[config.mk]
export PLATFORM = sky130hd
export DESIGN_NAME = hamming_11_7_dec
export DESIGN_NICKNAME = d
export VERILOG_FILES = /design/src/rtl/hamming_11_7_dec.sv
export SDC_FILE = /design/constraint.sdc
export NUM_CORES = 1
export LEC_CHECK = 0
export ABC_AREA = 1
export BUFFER_PORTS_ARGS = -buffer_cell sky130_fd_sc_hd__buf_2
export CAP_MARGIN = 20
export CORE_ASPECT_RATIO = 0.8
export CORE_UTILIZATION = 40
export DETAILED_ROUTE_END_ITERATION = 8
export GPL_TIMING_DRIVEN = 0
export PLACE_DENSITY_LB_ADDON = 0.08
export SLEW_MARGIN = 30
export SYNTH_ARGS = -nofsm -noshare
export SYNTH_HDL_FRONTEND = slang
export SYNTH_SLANG_ARGS = --single-unit
[constraint.sdc]
create_clock -name clk -period 2 [get_ports clk]
set_input_delay 0.3 -clock clk [delete_from_list [all_inputs] [get_ports clk]]
set_output_delay 0.3 -clock clk [all_outputs]
set_load 0.005 [all_outputs]
[src/rtl/hamming_11_7_dec.sv]
// Hamming (11,7) single-error-correcting decoder with a 2-stage valid/ready
// pipeline and saturating corrected/uncorrectable word counters.
// Codeword layout: bit i carries Hamming position i+1,
// {d6,d5,d4,p4,d3,d2,d1,p3,d0,p2,p1}.
module hamming_11_7_dec #(
    parameter int CNT_W = 16
) (
    input  logic             clk,
    input  logic             rst,
    input  logic             in_valid,
    output logic             in_ready,
    input  logic [10:0]      code_in,
    output logic             out_valid,
    input  logic             out_ready,
    output logic [6:0]       data_out,
    output logic             err_corr,
    output logic             err_uncorr,
    output logic [3:0]       syndrome_out,
    input  logic             cnt_clear,
    output logic [CNT_W-1:0] corr_count,
    output logic [CNT_W-1:0] uncorr_count
);

    // Stage 1 state. Only the seven data positions are kept alongside the
    // syndrome: the parity positions are never needed after the syndrome is
    // formed, so correcting them reduces to reporting err_corr.
    logic       s1_valid;
    logic [6:0] s1_data;
    logic [3:0] s1_syn;

    logic [3:0] syn_in;
    logic [6:0] raw_data_in;
    logic       s2_adv;
    logic       in_fire;
    logic       out_fire;

    logic [6:0] fix_data;
    logic       fix_corr;
    logic       fix_uncorr;

    // Syndrome and raw data bits taken straight from the incoming codeword
    always_comb begin
        syn_in[0]   = code_in[0] ^ code_in[2] ^ code_in[4] ^ code_in[6] ^ code_in[8] ^ code_in[10];
        syn_in[1]   = code_in[1] ^ code_in[2] ^ code_in[5] ^ code_in[6] ^ code_in[9] ^ code_in[10];
        syn_in[2]   = code_in[3] ^ code_in[4] ^ code_in[5] ^ code_in[6];
        syn_in[3]   = code_in[7] ^ code_in[8] ^ code_in[9] ^ code_in[10];
        raw_data_in = {code_in[10], code_in[9], code_in[8], code_in[6],
                       code_in[5], code_in[4], code_in[2]};
    end

    // Pipeline handshake: stage 2 is the output register
    always_comb begin
        s2_adv   = !out_valid || out_ready;
        in_ready = !s1_valid || s2_adv;
        in_fire  = in_valid && in_ready;
        out_fire = out_valid && out_ready;
    end

    // Stage 1: capture codeword data and syndrome, drain when its word moves on
    always_ff @(posedge clk or posedge rst) begin
        if (rst) begin
            s1_valid <= 1'b0;
            s1_data  <= '0;
            s1_syn   <= '0;
        end else if (in_fire) begin
            s1_valid <= 1'b1;
            s1_data  <= raw_data_in;
            s1_syn   <= syn_in;
        end else if (s2_adv) begin
            s1_valid <= 1'b0;
        end
    end

    // Decode: flip the data bit addressed by the syndrome; parity-position
    // syndromes (1,2,4,8) flag a correction with data untouched
    always_comb begin
        fix_data   = s1_data;
        fix_corr   = 1'b0;
        fix_uncorr = 1'b0;
        if (s1_syn >= 4'd12) begin
            fix_uncorr = 1'b1;
        end else if (s1_syn != 4'd0) begin
            fix_corr = 1'b1;
            case (s1_syn)
                4'd3:    fix_data[0] = ~s1_data[0];
                4'd5:    fix_data[1] = ~s1_data[1];
                4'd6:    fix_data[2] = ~s1_data[2];
                4'd7:    fix_data[3] = ~s1_data[3];
                4'd9:    fix_data[4] = ~s1_data[4];
                4'd10:   fix_data[5] = ~s1_data[5];
                4'd11:   fix_data[6] = ~s1_data[6];
                default: fix_data    = s1_data;
            endcase
        end
    end

    // Stage 2: output register, holds steady while the consumer stalls
    always_ff @(posedge clk or posedge rst) begin
        if (rst) begin
            out_valid    <= 1'b0;
            data_out     <= '0;
            err_corr     <= 1'b0;
            err_uncorr   <= 1'b0;
            syndrome_out <= '0;
        end else if (s2_adv) begin
            out_valid <= s1_valid;
            if (s1_valid) begin
                data_out     <= fix_data;
                err_corr     <= fix_corr;
                err_uncorr   <= fix_uncorr;
                syndrome_out <= s1_syn;
            end
        end
    end

    // Saturating error counters; clear wins over a same-cycle increment
    always_ff @(posedge clk or posedge rst) begin
        if (rst) begin
            corr_count   <= '0;
            uncorr_count <= '0;
        end else if (cnt_clear) begin
            corr_count   <= '0;
            uncorr_count <= '0;
        end else if (out_fire) begin
            if (err_corr && (corr_count != '1)) begin
                corr_count <= corr_count + 1'b1;
            end
            if (err_uncorr && (uncorr_count != '1)) begin
                uncorr_count <= uncorr_count + 1'b1;
            end
        end
    end

endmodule

==> results.tsv <==
stage	metric	value	unit
pwr	Peak VDD IR	446	uV
worst_setup_path	worst-case reg-to-reg path depth	11	
grt	global-route wire length before repair	14000	um
die	core area	8020	um^2
synthesis	cell with the most instances after synthesis	nand2_1	
synthesis	Top FF cell, synth	dfrtp_1	
timing	FMAX	0.538	GHz
worst_hold_path	Hold Startpoint	cnt_clear	
placed_design	Placed Area	3820	um^2
detailed_routing	via density per instance	4.86	
timing	slew margin rel.	0.608	
synthesis	post-synthesis cell count	445	
detailed_routing	Routed Antenna Nets	0	
placed_design	GPL Wtd Cong	0.834	
worst_setup_path	crit-path max FO	10	
clocking	CTS Buf Count	9	
layout	Syn-to-layout area delta	21.7	%
die	Cell Rows	29	
synthesis	post-synth design cell area	3350	um^2
layout	Ant. Diodes	0	
layout	final core area utilization	0.509	
timing	Final Hold Viols	0	
grt	GRT overflow	0	
grt	largest net degree at the start of global routing	42	
clocking	root buffer cell	clkbuf_8	
detailed_routing	vias	3077	
clocking	Worst-Skew Late Latency	0.35	ns
die	die height	83.9	um
worst_setup_path	Req. time, crit path	2.23	ns
synthesis	top cell type's share of synthesized area	0.433	
run	maxcap violations	0	
grt	number of global-route vias before repair	2905	
layout	Finished Layout Cells	633	
synthesis	warnings from Yosys	0	
synthesis	synth cell count leaders	nand2_1 (147), dfrtp_1 (58), nand3_1 (47)	
placed_design	HPWL reported at the end of detailed placement	6000	um
detailed_routing	DR WL met2	3820	um
timing	fin crit period	1.86	ns
layout	nets	538	
detailed_routing	WL/cell	12.9	um
clocking	H-tree Lvls	3	
clocking	Post-CTS Setup Bufs	0	
worst_setup_path	r2r endpoint	uncorr_count[8]	
pwr	pwr/cell area	828	nW/um^2
worst_setup_path	CP Data Arrival Time	2.09	ns
worst_setup_path	FF-to-FF Start	uncorr_count[0]	
clocking	clock slew at reported path FFs	0.07	ns
synthesis	Seq/Total Area, Yosys	0.433	
detailed_routing	DRC viols	0	
grt	GR Util All Layers	0.200	
synthesis	flop and latch count out of synthesis	58	
timing	Max Clock Skew	0.0146	ns
synthesis	post-synthesis async set-or-reset flop share	1.00	
pwr	total power	0.00338	W
worst_hold_path	Worst Hold End	corr_count[8]	
synthesis	unique cell type count in the Yosys netlist	29	
worst_hold_path	Hold Path Class	input port to flip-flop	
clocking	CTS sink count	58	
worst_setup_path	CP Class	flip-flop to flip-flop	
die	die footprint	8760	um^2
layout	Finished Cell Area	4080	um^2
status	status	complete, no violations	
detailed_routing	top sig layer	met4	
die	Ports	63	
die	Initial Utilization	0.418	
timing	setup violators final	0	
detailed_routing	detailed router's first-iteration violation count	142	
timing	Worst-Margin Slew	0.587	ns
worst_setup_path	Worst setup SP type	flip-flop	
detailed_routing	wire length on met1	3860	um
grt	initial antenna violation count	0	
worst_setup_path	CP endpoint kind	flip-flop	
placed_design	Inst Count DP	616	
detailed_routing	Final Routed Wirelength	8150	um
synthesis	syn_nets	463	
timing	Final Max Tran Viols	0	
timing	period utilization	0.930	
synthesis	Post-synth EDFFs	0	
clocking	clk buf depth	2	
die	DIE WIDTH	104	um
worst_setup_path	Reg2Reg Setup Slack	0.14	ns
pwr	Leak Pwr	2.07	nW
synthesis	Avg Inst Size Synth	7.54	um^2
placed_design	IO buf count	62	
layout	share of cells above drive strength 1	0.196	
clocking	CTS tree	done	
synthesis	post-synth top area cell	dfrtp_1	
worst_hold_path	Hold Crit Depth	2	
detailed_routing	Detailed Routing Iterations Pass 1	4	
synthesis	synth top area cells	dfrtp_1 (43%), nand2_1 (16%), nand3_1 (7.0%), xor2_1 (5.7%), nor2_1 (4.8%)	
detailed_routing	DR WL met3	436	um
==> cells by family (layout without fill, tap and decap cells) <==
logic type | count (synthesis) | count (layout) | synth area share
fa+ha+maj | 2 | 2 | 0.00746
flops | 58 | 58 | 0.433
compound gates | 26 | 26 | 0.0463
simple gates | 282 | 282 | 0.376
xor+xnor | 28 | 28 | 0.0731
buf+inv | 49 | 129 | 0.0649
==> layout make-up <==
type                            instances  area [um^2]
Buffer                                 12         73.8
Tap cell                              108          135
Clock buffer                            9          124
Timing Repair Buffer                   64          340
Inverter                               37          146
Sequential cell                        58         1450
Multi-Input combinational cell        338         1690
Clock inverter                          7          125
Fill cell                             820         3940
==> worst max-delay path, stage by stage (launching register included) <==
cell      delay (ns)
dfrtp_1         0.44
ha_2            0.27
nand2_1         0.07
nor2_1          0.09
nand2_1         0.10
nor2_1          0.17
nand2_1         0.11
nand2_4         0.11
inv_2           0.08
buf_6           0.15
nand3b_1        0.09
nand2_1         0.06
==> through the flow <==
| step | setup TNS (ns) | setup WS, ns | hold WS (ns) |
|---|---|---|---|
| finish | 0 | 0.141 | 0.199 |
| global route | -0.00356 | -0.00356 | 0.195 |
| CTS | 0 | 0.139 | 0.180 |
| detailed placement | 0 | 0.138 | 0.260 |
| global placement | -32.09 | -0.556 | 0.472 |
| floorplan | 0 | 0.272 | 0.366 |
==> how the worst max path moves through the flow <==
stage	startpoint	cells past startpoint	slack (ns)	endpoint
final	uncorr_count[0]	11	0.14	uncorr_count[8]
after global routing	uncorr_count[0]	11	-0.004	uncorr_count[4]
after CTS	uncorr_count[0]	11	0.14	uncorr_count[8]
after detailed placement	uncorr_count[0]	11	0.14	uncorr_count[5]
after global placement	rst	2	-0.56	data_out[3]
after floorplan	rst	1	0.27	corr_count[0]
==> state kept, by name, summed over array words and instances, names as in the netlist, 4 cells and up <==
register,flops
data_out,7
uncorr_count,16
s1_syn,4
syndrome_out,4
s1_data,7
corr_count,16
==> cell usage in the layout, fill, tap and decap left out, types with 4 or more instances in the layout <==
cell type  Yosys  layout
nand2_1      147     147
buf_2          1      63
dfrtp_1       58      58
nand3_1       47      47
nor2_1        43      43
inv_1         33      32
xor2_1        22      22
o21ai_0       19      19
nand4_1       18      18
clkbuf_8       0       9
clkbuf_1       8       8
nand3b_1       8       8
xnor2_1        6       6
or2_2          5       5
nor3_1         4       4
nand2_2        4       4
o21bai_1       4       4
==> power by group <==
| part | switching, W | internal [W] | total (W) | leakage [nW] |
|---|---|---|---|---|
| Clock | 0.000515 | 0.000838 | 0.00135 | 0.124 |
| Sequential | 0.000108 | 0.00132 | 0.00143 | 0.764 |
| Combinational | 0.000362 | 0.000241 | 0.000603 | 1.18 |
==> routing by layer <==
layer / up-vias / global-route usage
li1: 1573 / -
met3: 4 / 0.0617
met4: 0 / 0.0429
met2: 65 / 0.322
met1: 1435 / 0.263
met5: - / 0
==> repair_timing <==
| action | in CTS | in global routing |
|---|---|---|
| hold endpoints to repair | 17 | 0 |
| resized for setup | 0 | 1 |
| hold buffers | 1 | 0 |
| setup endpoints to repair | 0 | 8 |
(Power assumes the default switching activity.)
